--- src/rtl/fifo_wdelay_pkg.sv ---
// ============================================================================
// Module   : fifo_wdelay_pkg
// Brief    : Shared constants and helpers for the delayed-FIFO read path.
// Revision : 1.0 - initial release
// ============================================================================
`default_nettype none

package fifo_wdelay_pkg;

   localparam int DEFAULT_DATA_WIDTH = 4;
   localparam int FIFO_READ_LATENCY  = 5;

   // Bits needed to hold a count in the closed range 0..n.
   function automatic int count_width(input int n);
      return $clog2(n + 1);
   endfunction

endpackage

`default_nettype wire

--- src/rtl/drain_skid_buf.sv ---
// ============================================================================
// Module   : drain_skid_buf
// Brief    : Circular capture buffer with occupancy and sticky overflow flag.
// Revision : 1.0 - initial release
// ============================================================================
`default_nettype none

module drain_skid_buf
   import fifo_wdelay_pkg::*;
#(
   parameter int DATA_WIDTH = DEFAULT_DATA_WIDTH,
   parameter int DEPTH      = 8
)(
   input  logic                           clk,
   input  logic                           rst_n,
   input  logic                           i_wr,
   input  logic [DATA_WIDTH-1:0]          i_wr_data,
   input  logic                           i_rd_ready,
   output logic                           o_valid,
   output logic [DATA_WIDTH-1:0]          o_rd_data,
   output logic [$clog2(DEPTH+1)-1:0]     o_occupancy,
   output logic                           o_overflow
);

   localparam int             PW     = (DEPTH > 1) ? $clog2(DEPTH) : 1;
   localparam int             CW     = count_width(DEPTH);
   localparam logic [PW-1:0]  C_LAST = PW'(DEPTH - 1);
   localparam logic [CW-1:0]  C_FULL = CW'(DEPTH);

   logic [DATA_WIDTH-1:0] r_mem [DEPTH];
   logic [PW-1:0]         r_wr_ptr;
   logic [PW-1:0]         r_rd_ptr;
   logic [CW-1:0]         r_occ;
   logic                  r_overflow;

   logic                  w_pop;
   logic                  w_full;
   logic                  w_push;
   logic [PW-1:0]         w_wr_next;
   logic [PW-1:0]         w_rd_next;

   assign w_pop  = (r_occ != '0) && i_rd_ready;
   assign w_full = (r_occ == C_FULL);
   // A full buffer can still accept a capture when the head leaves this cycle.
   assign w_push = i_wr && (!w_full || w_pop);

   assign w_wr_next = (r_wr_ptr == C_LAST) ? '0 : r_wr_ptr + 1'b1;
   assign w_rd_next = (r_rd_ptr == C_LAST) ? '0 : r_rd_ptr + 1'b1;

   always_ff @(posedge clk) begin
      if (rst_n && w_push) begin
         r_mem[r_wr_ptr] <= i_wr_data;
      end
   end

   always_ff @(posedge clk) begin
      if (!rst_n) begin
         r_wr_ptr   <= '0;
         r_rd_ptr   <= '0;
         r_occ      <= '0;
         r_overflow <= 1'b0;
      end else begin
         if (w_push) begin
            r_wr_ptr <= w_wr_next;
         end
         if (w_pop) begin
            r_rd_ptr <= w_rd_next;
         end
         case ({w_push, w_pop})
            2'b10:   r_occ <= r_occ + CW'(1);
            2'b01:   r_occ <= r_occ - CW'(1);
            default: r_occ <= r_occ;
         endcase
         if (i_wr && w_full && !w_pop) begin
            r_overflow <= 1'b1;
         end
      end
   end

   assign o_valid     = (r_occ != '0);
   assign o_rd_data   = r_mem[r_rd_ptr];
   assign o_occupancy = r_occ;
   assign o_overflow  = r_overflow;

endmodule

`default_nettype wire

--- src/rtl/fifo_drain_ctrl.sv ---
// ============================================================================
// Module   : fifo_drain_ctrl
// Brief    : Credit-gated read controller turning a fixed-latency FIFO read
//            port into a valid/ready stream.
// Revision : 1.0 - initial release
// ============================================================================
`default_nettype none

module fifo_drain_ctrl
   import fifo_wdelay_pkg::*;
#(
   parameter int DATA_WIDTH   = DEFAULT_DATA_WIDTH,
   parameter int READ_LATENCY = FIFO_READ_LATENCY,
   parameter int SKID_DEPTH   = 8
)(
   input  logic                                clk,
   input  logic                                rst_n,
   input  logic                                en,
   input  logic                                fifo_empty,
   output logic                                fifo_read_en,
   input  logic [DATA_WIDTH-1:0]               fifo_data,
   output logic                                m_valid,
   input  logic                                m_ready,
   output logic [DATA_WIDTH-1:0]               m_data,
   output logic [$clog2(SKID_DEPTH+1)-1:0]     inflight,
   output logic [$clog2(SKID_DEPTH+1)-1:0]     occupancy,
   output logic                                overflow_err
);

   localparam int            CW      = count_width(SKID_DEPTH);
   localparam logic [CW:0]   C_DEPTH = (CW + 1)'(SKID_DEPTH);

   logic [READ_LATENCY-1:0] r_lat;
   logic [CW-1:0]           r_inflight;
   logic [CW-1:0]           w_occupancy;
   logic                    w_credit_ok;
   logic                    w_issue;
   logic                    w_capture;

   // Reserve a buffer slot for every read still travelling through the FIFO.
   assign w_credit_ok = ({1'b0, w_occupancy} + {1'b0, r_inflight}) < C_DEPTH;
   assign w_issue     = rst_n && en && !fifo_empty && w_credit_ok;
   assign w_capture   = r_lat[READ_LATENCY-1];

   generate
      if (READ_LATENCY == 1) begin : g_lat_one
         always_ff @(posedge clk) begin
            if (!rst_n) begin
               r_lat <= '0;
            end else begin
               r_lat <= w_issue;
            end
         end
      end else begin : g_lat_multi
         always_ff @(posedge clk) begin
            if (!rst_n) begin
               r_lat <= '0;
            end else begin
               r_lat <= {r_lat[READ_LATENCY-2:0], w_issue};
            end
         end
      end
   endgenerate

   always_ff @(posedge clk) begin
      if (!rst_n) begin
         r_inflight <= '0;
      end else begin
         case ({w_issue, w_capture})
            2'b10:   r_inflight <= r_inflight + CW'(1);
            2'b01:   r_inflight <= r_inflight - CW'(1);
            default: r_inflight <= r_inflight;
         endcase
      end
   end

   drain_skid_buf #(
      .DATA_WIDTH (DATA_WIDTH),
      .DEPTH      (SKID_DEPTH)
   ) u_buf (
      .clk         (clk),
      .rst_n       (rst_n),
      .i_wr        (w_capture),
      .i_wr_data   (fifo_data),
      .i_rd_ready  (m_ready),
      .o_valid     (m_valid),
      .o_rd_data   (m_data),
      .o_occupancy (w_occupancy),
      .o_overflow  (overflow_err)
   );

   assign fifo_read_en = w_issue;
   assign inflight     = r_inflight;
   assign occupancy    = w_occupancy;

endmodule

`default_nettype wire

--- config.mk ---
export PLATFORM = sky130hd
export DESIGN_NAME = fifo_drain_ctrl
export DESIGN_NICKNAME = d
export VERILOG_FILES = /design/src/rtl/fifo_wdelay_pkg.sv /design/src/rtl/drain_skid_buf.sv /design/src/rtl/fifo_drain_ctrl.sv
export SDC_FILE = /design/constraint.sdc
export NUM_CORES = 1
export LEC_CHECK = 0
export ABC_AREA = 1
export BUFFER_PORTS_ARGS = -buffer_cell sky130_fd_sc_hd__buf_2
export CAP_MARGIN = 5
export CORE_MARGIN = 4
export CORE_UTILIZATION = 54
export DETAILED_ROUTE_END_ITERATION = 10
export PLACE_DENSITY_LB_ADDON = 0.12
export SYNTH_ARGS = -nofsm -noshare
export SYNTH_HDL_FRONTEND = slang
export SYNTH_SLANG_ARGS = --single-unit
--- constraint.sdc ---
create_clock -name clk -period 2.4 [get_ports clk]
set_clock_uncertainty 0.05 [all_clocks]
set_input_delay 0.72 -clock clk [delete_from_list [all_inputs] [get_ports clk]]
set_output_delay 0.72 -clock clk [all_outputs]
set_load 0.005 [all_outputs]
# After elaboration in Yosys (flattened, before gate mapping)

Memory sizes are Yosys's and may differ from the RTL's. A register that Yosys moved wholly into a read port is not among the register bits.
Index checks and enable logic that the tools add are counted.

Memories: 1
Memory bits (writable): 32
Bits of input ports: 9
Bits in registers: 20

Memory list:

| name        | depth | bits a word | rd ports | clocked after memory_dff | write ports | RTL line             | source |
|---|---|---|---|---|---|---|---|
| u_buf.r_mem | 8     | 4           | 1        | 1                        | 1           | drain_skid_buf.sv:30 | `logic [DATA_WIDTH-1:0] r_mem [DEPTH];` |

Add/subtract/negate cells: 7
Multiplexer cells: 8
Order comparisons: 1
Reduce and logical (&&, ||, !) cells: 15
Equal/unequal tests: 7

Operators by type and width:

| cell                                                | number |
|---|---|
| case mux 4 bit (2 select lines)                     | 2 |
| two-way mux 3 bit                                   | 4 |
| adder 4 x 1 -> 4 bit (second input constant)        | 2 |
| logical AND 1 bit                                   | 8 |
| subtractor 4 x 1 -> 4 bit (second input constant)   | 2 |
| adder 3 x 1 -> 3 bit (second input constant)        | 2 |
| == test 3 bit (second input constant)               | 2 |
| adder 4 x 4 -> 5 bit                                | 1 |
| < comparator 5 x 4 -> 1 bit (second input constant) | 1 |
| == test 2 x 1 -> 1 bit (second input constant)      | 2 |
| == test 2 bit (second input constant)               | 2 |
| == test 4 bit (second input constant)               | 1 |
| nonzero test 2 bit                                  | 2 |
| nonzero test 4 bit                                  | 1 |
| logical NOT 1 bit                                   | 3 |
| two-way mux 1 bit                                   | 2 |
| logical OR 1 bit                                    | 1 |

# Logic depth before layout (Yosys ltp)

Depth after elaboration: 7
Gate-level depth with buffers: 13

# Modules after synthesis

From an unflattened synthesis, not the netlist that was laid out.

Cell total of the unflattened synthesis: 256
Area, all modules: 2448.6 um^2

Modules (own cells, without submodules):

| module          | times used | area an instance (um^2) | cells each | sequential area each (um^2) |
|---|---|---|---|---|
| drain_skid_buf  | 1          | 1969.4                  | 195        | 1241.2 |
| fifo_drain_ctrl | 1          | 479.2                   | 61         | 180.2 |

# Worst setup path before layout

Ideal clock, no wire load.

Path kind: input -> register
Start point: in fifo_empty
End point: reg r_inflight[3] (netlist: inflight[3])
Stages: 10
Data required time: 2.241 ns
Library setup time: 0.109 ns
Path slack: 0.110 ns
Arrival time: 2.131 ns
Path through: nor2_1 nand2_1 a211o_1 ha_1 ha_1 or2_2 nand3_1 nand3_1 nand2_1 inv_1

Longest elaborated chain between the ends: 5

Ends and longest elaborated chain:

| what                                                                  | RTL line              | source |
|---|---|---|
| start, declared                                                       | fifo_drain_ctrl.sv:19 | `input logic fifo_empty,` |
| logical NOT 1 bit (*)                                                 | fifo_drain_ctrl.sv:42 | `assign w_issue = rst_n && en && !fifo_empty && w_credit_ok;` |
| logical AND 1 bit (*) (2 in a row)                                    | fifo_drain_ctrl.sv:42 |  |
| == test 2 x 1 -> 1 bit or == test 2 bit (tied branches)               | fifo_drain_ctrl.sv:69 | `case ({w_issue, w_capture})` |
| case mux 4 bit (2 select lines) or nonzero test 2 bit (tied branches) | -                     |  |
| end signal, assigned                                                  | fifo_drain_ctrl.sv:70 | `2'b10: r_inflight <= r_inflight + CW'(1);` |
| end signal, assigned                                                  | fifo_drain_ctrl.sv:71 | `2'b01: r_inflight <= r_inflight - CW'(1);` |
| end signal, assigned                                                  | fifo_drain_ctrl.sv:72 | `default: r_inflight <= r_inflight;` |
| end, declared                                                         | fifo_drain_ctrl.sv:34 | `logic [CW-1:0] r_inflight;` |

Mark *: on every way between the ends. The rest lies on a longest branch, timed or not.
A chain may end at the register's enable or synchronous reset.

# Worst setup path in the final report

Start point: reg r_inflight[3] (netlist: inflight[3])
End point: out fifo_read_en

Longest elaborated chain between the ends: 3

Ends and longest elaborated chain:

| what                        | RTL line              | source |
|---|---|---|
| adder 4 x 4 -> 5 bit        | fifo_drain_ctrl.sv:41 | `assign w_credit_ok = ({1'b0, w_occupancy} + {1'b0, r_inflight}) < C_DEPTH;` |
| < comparator 5 x 4 -> 1 bit | fifo_drain_ctrl.sv:41 |  |
| logical AND 1 bit           | fifo_drain_ctrl.sv:42 |  |
| end, declared               | fifo_drain_ctrl.sv:20 | `output logic fifo_read_en,` |

No other way between the ends.

==> flow_summary.yaml <==
clocking:
  clk_path_buf_depth: 2
  clock_latency_ns: 0.30
  holdBufCountCts: 0
  numCtsBuffers: 5
  cts_root_buf: "clkbuf_8"
  cts_tree: "built"
  numClockSinks: 55
  htree_levels: 2
  clkTransAtPathRegs_ns: 0.09
synthesis:
  synth_seq_cells: 55
  syn-instance-count: 268
  async_flop_share_pct: 0
  syn_area_um2: 2530
  ys.flop_type: "edfxtp_1"
  synth_fp_nets: 292
  synth_area_per_cell_um2: 9.46
  ys_types: 26
  seq_area_frac_synth_pct: 56.1
  ys_warn_count: 0
  synth_edf_count: 32
final_layout:
  final_common_cell: "nor2_1"
  diodes: 0
  layout_common_cells: "nor2_1 (49), nand2_1 (42), edfxtp_1 (32)"
  n_fill_cell: 383
  final_nets: 331
  drive_gt1_share_pct: 20.1
  post-route-util_pct: 65.6
  syn2layout_area_growth_pct: 15.1
  area.sequential_um2: 1430
  multi_input_area_um2: 941
grt:
  track_usage_pct: 18.1
  grt_pass1_vias: 1905
  grt_max_degree: 17
  grt_pass1_wl_mm: 8.47
  grt_remaining_overflow: 0
  grt_antenna_before_repair: 0
timing:
  finalHoldViolations: 0
  report.final.slew_viol_count: 0
  worst_pin_slew_ns: 0.415
  setup_viol: 0
  timing.final.crit_share_pct: 95.6
  layout_min_cycle_time_ns: 2.29
  slew_headroom_pct: 72.2
  rsz0062_at_grt: "false"
  fmax_mhz: 436
power_and_ir_drop:
  leakagePower_nw: 1.31
  finalPower_mw: 2.94
  power_density_nw_per_um2: 1010
  max-vdd-ir-drop_v: 0.000599
outcome:
  status: "completed"
worst_setup_path:
  timing.critical_path.cells: "ha_1, nor2_1, nand2_1, buf_4, a211oi_2, buf_2"
  worstSetupPathType: "reg -> out"
  critPathLaunchType: "flop"
  crit_family: "flip-flops"
  critPathArrivalTime_ns: 1.52
  cpPeakStageDelay_ns: 0.34
  path_max_fanout: 3
  crit_slowest_cell: "dfxtp_2"
  critPathBufInv: 2
  end_kind: "primary output"
  critPathRequiredTime_ns: 1.63
placed_design:
  gp_congestion: 0.835
  port_buffers: 23
  dpl.hpwl_mm: 3.63
route:
  vias_per_cell: 5.18
  finalWirelength_mm: 4.92
  drt_iter0_markers: 154
  ant_nets: 0
  dr_total_vias: 1864
  drc: 0
  dr.pass1.iters: 4
  routedWlPerCell_um: 13.7
floorplan:
  initial_utilization_pct: 57.0
  core_area_um2: 4440
  io_pins: 24
  die_w_um: 76.5
  rows: 24
  die_area_um2: 5850
  die_height_um: 76.5
min_path:
  holdCritPathClass: "reg -> reg"
run:
  maxCapViolCount: 0
[cell families after synthesis]
| logic type | synth area share (%) |
|---|---|
| adder cells (fa/ha/maj) | 8.00 |
| AO/OA/AOI/OAI | 9.43 |
| XOR/XNOR | 0.691 |
| buffers and inverters | 7.11 |
| flip-flops | 56.1 |
| AND/OR/NAND/NOR | 18.7 |
[final timing paths]
check	startpoint	endpoint	slack [ns]	cells after the start
max	inflight[3]	fifo_read_en	0.11	6
min	r_lat[1]	r_lat[2]	0.37	2
max reg2reg	inflight[1]	inflight[3]	0.18	11
min reg2reg	r_lat[1]	r_lat[2]	0.37	2
[Yosys cell counts, types with 2 or more instances]
master	instances	area (um2)
o21ai_1	10	50.1
nand3_1	7	35.0
ha_1	13	163
nand3_2	2	20.0
nand2_1	43	161
nor2_2	3	18.8
a21oi_1	10	50.1
fa_1	2	40.0
buf_6	4	45.0
nand2_2	2	12.5
xnor2_1	2	17.5
o21ai_0	23	115
inv_1	31	116
dfxtp_1	23	460
inv_2	2	7.51
a211oi_1	2	15.0
nor2_1	49	184
edfxtp_1	32	961
[metrics by stage]
stage / setup WS [ns] / area, um2 / cells / setup TNS [ns] / hold WS, ns
finish: 0.106 / 2920 / 360 / 0 / 0.371
floorplan: 0.110 / 2530 / 268 / 0 / 0.340
global placement: 0.0140 / 2760 / 350 / 0 / 0.345
global route: 0.00172 / 2920 / 360 / 0 / 0.414
detailed placement: -0.0115 / 2760 / 350 / -0.0115 / 0.351
CTS: 0.0405 / 2890 / 358 / 0 / 0.374
[metal layers]
layer	wire length (um)	GRT usage, %
met1	2050	20.1
met4	44	4.71
met2	2630	34.7
met5	0	0
met3	186	3.78
[worst min-delay path, cell delays in order (launching register included)]
cell and delay, ns:
dfxtp_1 0.32, nand2_1 0.05, inv_1 0.04
[flip-flops by register name, summed over array words and instances, names as in the netlist, named ones only]
name and flops:
r_lat 5, u_buf.o_overflow 1, u_buf.r_mem 32, u_buf.r_rd_ptr 3, inflight 4, u_buf.o_occupancy 4
u_buf.r_wr_ptr 3
[final cells by class]
type,count,area share (%)
clock inverter,2,2.06
multi-input combinational,174,32.3
tap,52,2.23
sequential,55,48.9
clock buffer,6,2.49
inverter,34,4.46
timing repair buffer,37,7.55
[timing repair]
action | CTS | global route
gates resized for setup | 2 | 4
endpoints found under the setup margin | 5 | 6
setup buffers | 0 | 2
endpoints found under the hold margin | 0 | 0
pin swaps | 0 | 0
[power breakdown]
group | switching [mW] | total, mW | internal, mW
sequential | 0.122 | 1.22 | 1.09
clock | 0.289 | 0.706 | 0.417
combinational | 0.576 | 1.02 | 0.444
Note: power is estimated with default switching activity, not from simulation.
